==> src/rtl/key_press_gen.sv <==
// Push-button emulator: drives an active-low key through a bouncing
// press, a clean hold and a bouncing release, with LFSR-timed bounces.
module key_press_gen #(
  parameter int          NUM_BOUNCE = 5,
  parameter int          GAP_W      = 8,
  parameter int          HOLD_W     = 24,
  parameter logic [15:0] LFSR_SEED  = 16'hACE1
) (
  input  logic              clk,
  input  logic              reset,
  input  logic              start,
  input  logic [HOLD_W-1:0] hold_cycles,
  output logic              key_out,
  output logic              busy,
  output logic              done
);

  localparam int EDGES  = 2 * NUM_BOUNCE + 1;
  localparam int EDGE_W = $clog2(EDGES + 1);
  localparam logic [15:0] SEED =
    (LFSR_SEED == 16'h0000) ? 16'h0001 : LFSR_SEED;

  typedef enum logic [1:0] {
    IDLE,
    PRESS,
    HOLD,
    RELEASE
  } state_t;

  state_t              state, state_n;
  logic [15:0]         lfsr, lfsr_n;
  logic [GAP_W-1:0]    gap_cnt, gap_n, gap_new;
  logic [HOLD_W-1:0]   hold_cnt, hold_n;
  logic [HOLD_W-1:0]   hold_lat, hold_lat_n, hold_in;
  logic [EDGE_W-1:0]   edge_cnt, edge_n;
  logic                key_n, busy_n, done_n;
  logic                last_edge;

  // Galois form of x^16+x^14+x^13+x^11+1
  assign lfsr_n = {1'b0, lfsr[15:1]} ^ (lfsr[0] ? 16'hB400 : 16'h0000);

  assign gap_new = (lfsr[GAP_W-1:0] == '0) ? GAP_W'(1) : lfsr[GAP_W-1:0];
  assign hold_in = (hold_cycles == '0) ? HOLD_W'(1) : hold_cycles;

  assign last_edge = (edge_cnt == EDGE_W'(EDGES - 1));

  always_comb begin
    state_n    = state;
    gap_n      = gap_cnt;
    hold_n     = hold_cnt;
    hold_lat_n = hold_lat;
    edge_n     = edge_cnt;
    key_n      = key_out;
    busy_n     = busy;
    done_n     = 1'b0;
    unique case (state)
      IDLE: begin
        if (start) begin
          key_n      = 1'b0;
          busy_n     = 1'b1;
          edge_n     = EDGE_W'(1);
          gap_n      = gap_new;
          hold_lat_n = hold_in;
          hold_n     = hold_in;
          state_n    = (EDGES == 1) ? HOLD : PRESS;
        end
      end
      PRESS: begin
        if (gap_cnt <= GAP_W'(1)) begin
          key_n  = ~key_out;
          edge_n = edge_cnt + EDGE_W'(1);
          gap_n  = gap_new;
          if (last_edge) begin
            hold_n  = hold_lat;
            state_n = HOLD;
          end
        end else begin
          gap_n = gap_cnt - GAP_W'(1);
        end
      end
      HOLD: begin
        if (hold_cnt <= HOLD_W'(1)) begin
          key_n  = 1'b1;
          edge_n = EDGE_W'(1);
          gap_n  = gap_new;
          // A clean key has a single release edge, which is also the last
          if (EDGES == 1) begin
            done_n  = 1'b1;
            busy_n  = 1'b0;
            state_n = IDLE;
          end else begin
            state_n = RELEASE;
          end
        end else begin
          hold_n = hold_cnt - HOLD_W'(1);
        end
      end
      RELEASE: begin
        if (gap_cnt <= GAP_W'(1)) begin
          key_n  = ~key_out;
          edge_n = edge_cnt + EDGE_W'(1);
          gap_n  = gap_new;
          if (last_edge) begin
            key_n   = 1'b1;
            done_n  = 1'b1;
            busy_n  = 1'b0;
            state_n = IDLE;
          end
        end else begin
          gap_n = gap_cnt - GAP_W'(1);
        end
      end
      default: begin
        state_n = IDLE;
      end
    endcase
  end

  always_ff @(posedge clk or posedge reset) begin
    if (reset) begin
      state    <= IDLE;
      lfsr     <= SEED;
      gap_cnt  <= '0;
      hold_cnt <= '0;
      hold_lat <= '0;
      edge_cnt <= '0;
      key_out  <= 1'b1;
      busy     <= 1'b0;
      done     <= 1'b0;
    end else begin
      state    <= state_n;
      lfsr     <= lfsr_n;
      gap_cnt  <= gap_n;
      hold_cnt <= hold_n;
      hold_lat <= hold_lat_n;
      edge_cnt <= edge_n;
      key_out  <= key_n;
      busy     <= busy_n;
      done     <= done_n;
    end
  end

endmodule
==> config.mk <==
export PLATFORM = sky130hd
export DESIGN_NAME = key_press_gen
export DESIGN_NICKNAME = d
export VERILOG_FILES = /design/src/rtl/key_press_gen.sv
export SDC_FILE = /design/constraint.sdc
export NUM_CORES = 1
export LEC_CHECK = 0
export CORE_MARGIN = 2
export CORE_UTILIZATION = 50
export CTS_CLUSTER_DIAMETER = 60
export CTS_CLUSTER_SIZE = 14
export DETAILED_ROUTE_END_ITERATION = 7
export PLACE_DENSITY_LB_ADDON = 0.12
export REMOVE_ABC_BUFFERS = 1
export SKIP_CTS_REPAIR_TIMING = 1
export SLEW_MARGIN = 20
export SYNTH_ARGS = -nofsm -noshare
export SYNTH_HDL_FRONTEND = slang
export SYNTH_SLANG_ARGS = --single-unit
==> constraint.sdc <==
create_clock -name clk -period 3.58 [get_ports clk]
set_input_delay 0.716 -clock clk [delete_from_list [all_inputs] [get_ports clk]]
set_output_delay 0.716 -clock clk [all_outputs]
set_load 0.01 [all_outputs]
==> results of run 1 <==
-- report_power, final --
part / internal [mW] / total [mW] / switching, mW
combinational: 0.0420 / 0.0896 / 0.0476
clock: 0.399 / 0.765 / 0.367
sequential: 0.924 / 0.936 / 0.0121
total: 1.36 / 1.79 / 0.426
-- routing by layer --
metal | GRT usage (%) | routed length (um) | share of wire, % | vias up
met5 | 0 | 0 | 0 | -
met4 | 7.17 | 165 | 1.6 | 0
met3 | 3.40 | 426 | 4.1 | 13
met2 | 34.7 | 4550 | 44 | 84
met1 | 33.2 | 5150 | 50 | 1763
li1 | - | - | - | 1758
-- flip-flops by register name, indices dropped and copies added, names as in the netlist --
name	cells
key_out	1
busy	1
hold_cnt	24
edge_cnt	4
state	2
gap_cnt	8
hold_lat	24
done	1
lfsr	16
-- cells by family (layout without fill, tap and decap cells) --
kind of cell               Yosys count  after routing
and+or+nand+nor                    154            154
AOI/OAI and AO/OA                  138            138
DFF                                 81             81
buffers and inverters               45             71
muxes                               31             31
adders and majority gates           11             11
xor gates and xnor gates            11             11
-- cells in the final DEF (no fill, tap or decap), types with 9 or more instances in the layout --
cell             instances
nor3_1                  11
dfrtp_1                 72
o21ai_0                 49
clkdlybuf4s50_1         29
a31oi_1                  9
nand2_1                 49
a21oi_1                 27
buf_4                   11
o31ai_1                 21
clkbuf_8                 9
ha_1                    11
dfstp_2                  9
nor4_1                  15
xor2_1                  10
mux2_2                  25
nor2_1                  36
inv_1                   13
-- final cells by class --
cell class	count	area share, %
inverters	14	1.05
repair buffers	41	7.70
clock buffers	9	2.43
multi-input cells	345	44.2
well taps	108	2.65
clock inverters	7	1.99
flip-flops and latches	81	39.9
-- through the flow --
step / total power [mW] / utilization (%) / TNS [ps]
floorplan: 0.988 / - / -429
global placement: 1.04 / 55.9 / 0
detailed placement: 1.04 / 55.9 / 0
CTS: 1.81 / 58.5 / 0
global route: 1.86 / 58.5 / 0
finish: 1.79 / 58.5 / 0
-- worst min-delay path by stage --
| stage | from | to | slack [ps] | cells after the start |
|---|---|---|---|---|
| final | lfsr[12] | lfsr[11] | 360 | 0 |
| after detailed placement | lfsr[12] | lfsr[11] | 340 | 0 |
| after CTS | lfsr[12] | lfsr[11] | 360 | 0 |
| after global routing | lfsr[12] | lfsr[11] | 360 | 0 |
| after global placement | lfsr[8] | lfsr[7] | 340 | 0 |
| after floorplan | lfsr[9] | lfsr[8] | 330 | 0 |
==> metrics.txt, run 1 <==
Synth cell types=60; synthesis-to-finish area growth=13.9%; final WL=10300 um; crit path capture type=register; Adder-Cell Fraction of Synth Area=3.07%; global-route wire length before repair=17800 um; max incr delay on CP=690 ps; RR Endpoint=hold_cnt[1]; number of I/O pins=30; WHS=358 ps; post-route ant nets=0; fin crit share=84.3%; Worst Reg-to-Reg Cells=6; Post-Synth Simple-Gate Area=17.4%; Critical-path top delay cell=or4_1; Primary FF master, synth=dfrtp_1; share of the synthesized area in the top cell type=40.2%; smallest setup slack after layout=562 ps; CTS tree=built; Total GRT Usage=22.6%; Critical Path Stages=6; cell taking the most area after synthesis=dfrtp_1; PD cells=351 mW/mm2; fill cell count=764; status=finished, final reports clean; post-DR vias/cell=5.98; most numerous cell in the Yosys netlist=dfrtp_1; Clock Skew=17.6 ps; Final #Nets=530; pin count of the biggest net entering global routing=57; Skew-Pair Late Insertion Delay=360 ps; Hold Crit Class=register to register; Min Clock Period, post-route=3020 ps; Placed Area=0.00488 mm2; root buffer cell=clkbuf_8; critical path cell sequence=or4_1 > or4b_4 > nor3_2 > or2_1 > buf_4 > mux2i_1; core area=0.00872 mm2; grt total ovfl=0; cell family with most CP delay=simple AND/OR/NAND/NOR gates; Initial Util=51.3%; mapped cell area=0.00448 mm2; WS Path Type=register to register; vias in the first global route=3624; mux contribution to synthesized area=7.74%; top post-synthesis cells by area=dfrtp_1 40%, mux2_2 6.3%, o21ai_0 5.5%; H-tree levels=3; die width=98.6 um; full die area=0.00973 mm2; Leakage Power=2.24 nW; Post-synth EDFFs=0; Slew HR=54.3%; Setup-failing EPs final=0; worst flop-to-flop path startpoint=hold_cnt[4]; synth cell count leaders=72 x dfrtp_1, 49 x nand2_1, 49 x o21ai_0; clock slew at reported path FFs=80 ps; CP Buf/Inv Count=1; Compound-Gate Fraction of Synth Area=19.9%; Worst Setup Start Kind=register; GP Congestion=0.839; Iter 0 DRT Violations=252; dpl hpwl=6860 um; worst-path fanout max=15; area share of xor/xnor cells in the synthesized design=2.15%; Row Count=34; Sequential Area=0.00204 mm2; Num Clock Sinks=81; RSZ-0062 raised after global routing=no; number of port buffers=29; antenna cells=0; syn avg cell area=9.51 um2; DRC=0; VDD IR max=0.000247 V; asr flop ratio synth=100%; Final Hold Viols=0; drt first pass iters=4; required time of the worst setup path=3860 ps; cells after synthesis=471; CTS Buf Count=9; Synth Warn #=0; register area share after synthesis=45.5%; #FFs+latches synth=81; cell count after placement=589; Max Freq=331 MHz; height of the die=98.6 um; drt wl/cell=17.0 um; Multi-input gate area=0.00226 mm2; Max Cap Viol=0; worst-margin pin slew=685 ps; post-place setup slack=576 ps; layout cells sized above 1=16.1%; max-slew violations=0; initial antenna violation count=0; WP data arrival=3300 ps; fin area=0.00510 mm2; worst setup path startpoint=hold_cnt[4]; via count=3618; Final Instance Count excl. Fillers=605; CTS max path bufs=2; largest family of logic cells by synthesized area=compound AO/OA/AOI/OAI gates; worst setup path end=hold_cnt[1]; Worst R2R Setup Slack=560 ps
Note: power is estimated with default switching activity, not from simulation.
==> run 2, diff against run 1 <==
==> constraint.sdc (replaced) <==
create_clock -name clk -period 3.1 [get_ports clk]
set_input_delay 0.62 -clock clk [delete_from_list [all_inputs] [get_ports clk]]
set_output_delay 0.62 -clock clk [all_outputs]
set_load 0.01 [all_outputs]
==> run 2 against run 1 <==
  * First-iteration DRC count is 3.2% lower
  * Count of clock-buffer cells in the layout is 2 higher
  * Clock skew is 10 ps lower
  * Sequential cell count stayed put
  * Design area hardly changed
  * Global-route usage is 0.31 points lower
  * Non-clock buffer count is 4 higher
  * Clock power is 2% higher
  * Sequential power is 15% higher
==> metrics.txt, run 2 (synthesis results as in run 1) <==
Total GRT Usage=22.3% (-0.31 points); critical path cell sequence=or4_1 > or4b_4 > o32ai_4 > nand2_2 > mux2_4; via count=3628 (+0.28%); number of I/O pins=30 (unchanged); cell family with most CP delay=simple AND/OR/NAND/NOR gates; Max Cap Viol=0 (unchanged); drt first pass iters=5 (+1); biggest regs=hold_cnt (24), hold_lat (24), lfsr (16); hold depth=0 (unchanged); status=finished, final reports clean; switch share=23.5% (-0.34 points); vias in the first global route=3483 (-3.9%); WP data arrival=2940 ps (-360 ps); CTS Buf Count=9 (unchanged); Setup-failing EPs final=0 (unchanged); max incr delay on CP=640 ps (-50 ps); Critical-path top delay cell=or4_1; fin area=0.00510 mm2 (about the same); Initial Util=51.3% (unchanged); Comb pwr share=5.3% (+0.3 points); global-route wire length before repair=17600 um (-1.1%); Worst Setup Start Kind=register; Switch Pwr=0.462 mW (+8.4%); post-DR vias/cell=5.96 (-0.38%); VDD IR max=0.000262 V (+6.1%); Final #Nets=534 (+0.75%); RR Endpoint=state[1]; Max Freq=371 MHz (+12%); Worst Hold End=lfsr[8]; synthesis-to-finish area growth=14.0% (about the same); Hold Crit Class=register to register; Clock Power Share=39.8% (-2.9 points); DRC=0 (unchanged); WHS=352 ps (-5.77 ps); pin count of the biggest net entering global routing=57 (unchanged); Slew HR=57.1% (+2.8 points); die width=98.6 um (unchanged); Seq pwr share=54.9% (+2.6 points); initial antenna violation count=0 (unchanged); CP Buf/Inv Count=0 (-1); Min Clock Period, post-route=2690 ps (-325 ps); Iter 0 DRT Violations=244 (-3.2%); Leakage Power=2.25 nW (+0.37%); worst-margin pin slew=638 ps (-47.0 ps); met1 GRT Util=33.4% (+0.23 points); final WL=10100 um (-1.5%); H-tree levels=3 (unchanged); height of the die=98.6 um (unchanged); number of port buffers=29 (unchanged); worst flop-to-flop path startpoint=hold_cnt[11]; Skew-Pair Late Insertion Delay=360 ps (about the same); GP Congestion=0.804 (-4.3%); worst-path fanout max=8 (-7); drt wl/cell=16.6 um (-2.2%); Row Count=34 (unchanged); max-slew violations=0 (unchanged); WS Path Type=register to register; P_int=1.51 mW (+10%); layout cells sized above 1=16.6% (+0.47 points); post-route ant nets=0 (unchanged); grt total ovfl=0 (unchanged); CTS max path bufs=2 (unchanged); PD cells=386 mW/mm2 (+9.9%); Worst R2R Setup Slack=410 ps (-160 ps); Worst Reg-to-Reg Cells=5 (-1); root buffer cell=clkbuf_8; Hold Startpoint=lfsr[9]; GR peak layer=met1; Placed Area=0.00491 mm2 (+0.62%); RSZ-0062 raised after global routing=no; full die area=0.00973 mm2 (unchanged); crit path capture type=register; required time of the worst setup path=3340 ps (-520 ps); antenna cells=0 (unchanged); dpl hpwl=6720 um (-2.0%); Final Hold Viols=0 (unchanged); clock slew at reported path FFs=80 ps (about the same); Num Clock Sinks=81 (unchanged); Clock Skew=7.16 ps (-10.4 ps); CTS tree=built; M3 GR Usage=5.60% (+2.2 points); core area=0.00872 mm2 (unchanged); commonest non-fill, non-tap cell in the layout=dfrtp_1; met2 Track Usage GR=32.0% (-2.7 points); fin crit share=86.9% (+2.6 points); commonest cells after routing, fill and taps aside=72 x dfrtp_1, 49 x nand2_1, 49 x o21ai_0
==> run 2: changes by cell type in the layout (fill, tap and decap cells not counted), sizes merged <==
cell | before | now
buf | 12 | 16
bufinv | 2 | 1
clkbuf | 9 | 11
clkinv | 2 | 3
inv | 15 | 13
==> run 2: per-layer routing <==
metal | vias up | share of wire (%)
li1 | 1775 | -
met3 | 12 | 6.0
met1 | 1736 | 49
met5 | - | 0
met2 | 105 | 44
met4 | 0 | 1.0
==> run 2: power by group through the flow <==
| stage | Combinational [mW] | Sequential (mW) | Clock (mW) |
|---|---|---|---|
| 3_3_place_gp | 0.104 | 1.10 | 0 |
| 5_1_grt | 0.115 | 1.08 | 0.847 |
| 3_5_place_dp | 0.105 | 1.10 | 0 |
| 4_1_cts | 0.106 | 1.08 | 0.801 |
| 6_report | 0.104 | 1.08 | 0.784 |
| 2_1_floorplan | 0.0436 | 1.10 | 0 |
==> run 2: metrics by stage <==
step / worst slack, ps / util, % / TNS (ps) / instances / power, mW
global placement: 429 / 56.3 / 0 / 593 / 1.20
floorplan: -623 / - / -10510 / 440 / 1.14
global route: 294 / 58.5 / 0 / 609 / 2.05
CTS: 410 / 58.5 / 0 / 609 / 1.99
finish: 407 / 58.5 / 0 / 609 / 1.97
detailed placement: 371 / 56.3 / 0 / 593 / 1.21
==> run 2: how the worst max path moves through the flow <==
stage / startpoint / to / slack (ps) / cells past startpoint
final: hold_cnt[11] / state[1] / 410 / 5
after global routing: hold_cnt[11] / state[1] / 290 / 5
after CTS: hold_cnt[11] / state[1] / 410 / 5
after detailed placement: start / state[1] / 370 / 6
after global placement: start / state[1] / 430 / 6
after floorplan: hold_cnt[4] / hold_cnt[2] / -620 / 5
==> run 2: area by class of cell <==
| type | count | area [um2] |
|---|---|---|
| flip-flops and latches | 81 | 2040 |
| fillers | 765 | 3620 |
| repair buffers | 45 | 423 |
| well taps | 108 | 135 |
| clock buffers | 11 | 141 |
| multi-input cells | 345 | 2260 |
| inverters | 14 | 53.8 |
| clock inverters | 5 | 55.1 |
==> run 2: worst reg2reg max path: stages (launching register included) <==
cell	delay, ps
dfrtp_1	420
or4_1	640
or4b_4	590
o32ai_4	490
nand2_2	130
mux2_4	320
==> run 3, diff against run 2 <==
--- a/config.mk
+++ b/config.mk
@@ -5,6 +5,8 @@
 export SDC_FILE = /design/constraint.sdc
 export NUM_CORES = 1
 export LEC_CHECK = 0
+export ABC_CLOCK_PERIOD_IN_PS = 3100
+export CAP_MARGIN = 30
 export CORE_MARGIN = 2
 export CORE_UTILIZATION = 50
 export CTS_CLUSTER_DIAMETER = 60
==> results of run 3 <==
Final layout, timing and power as in run 2 (identical DEF).
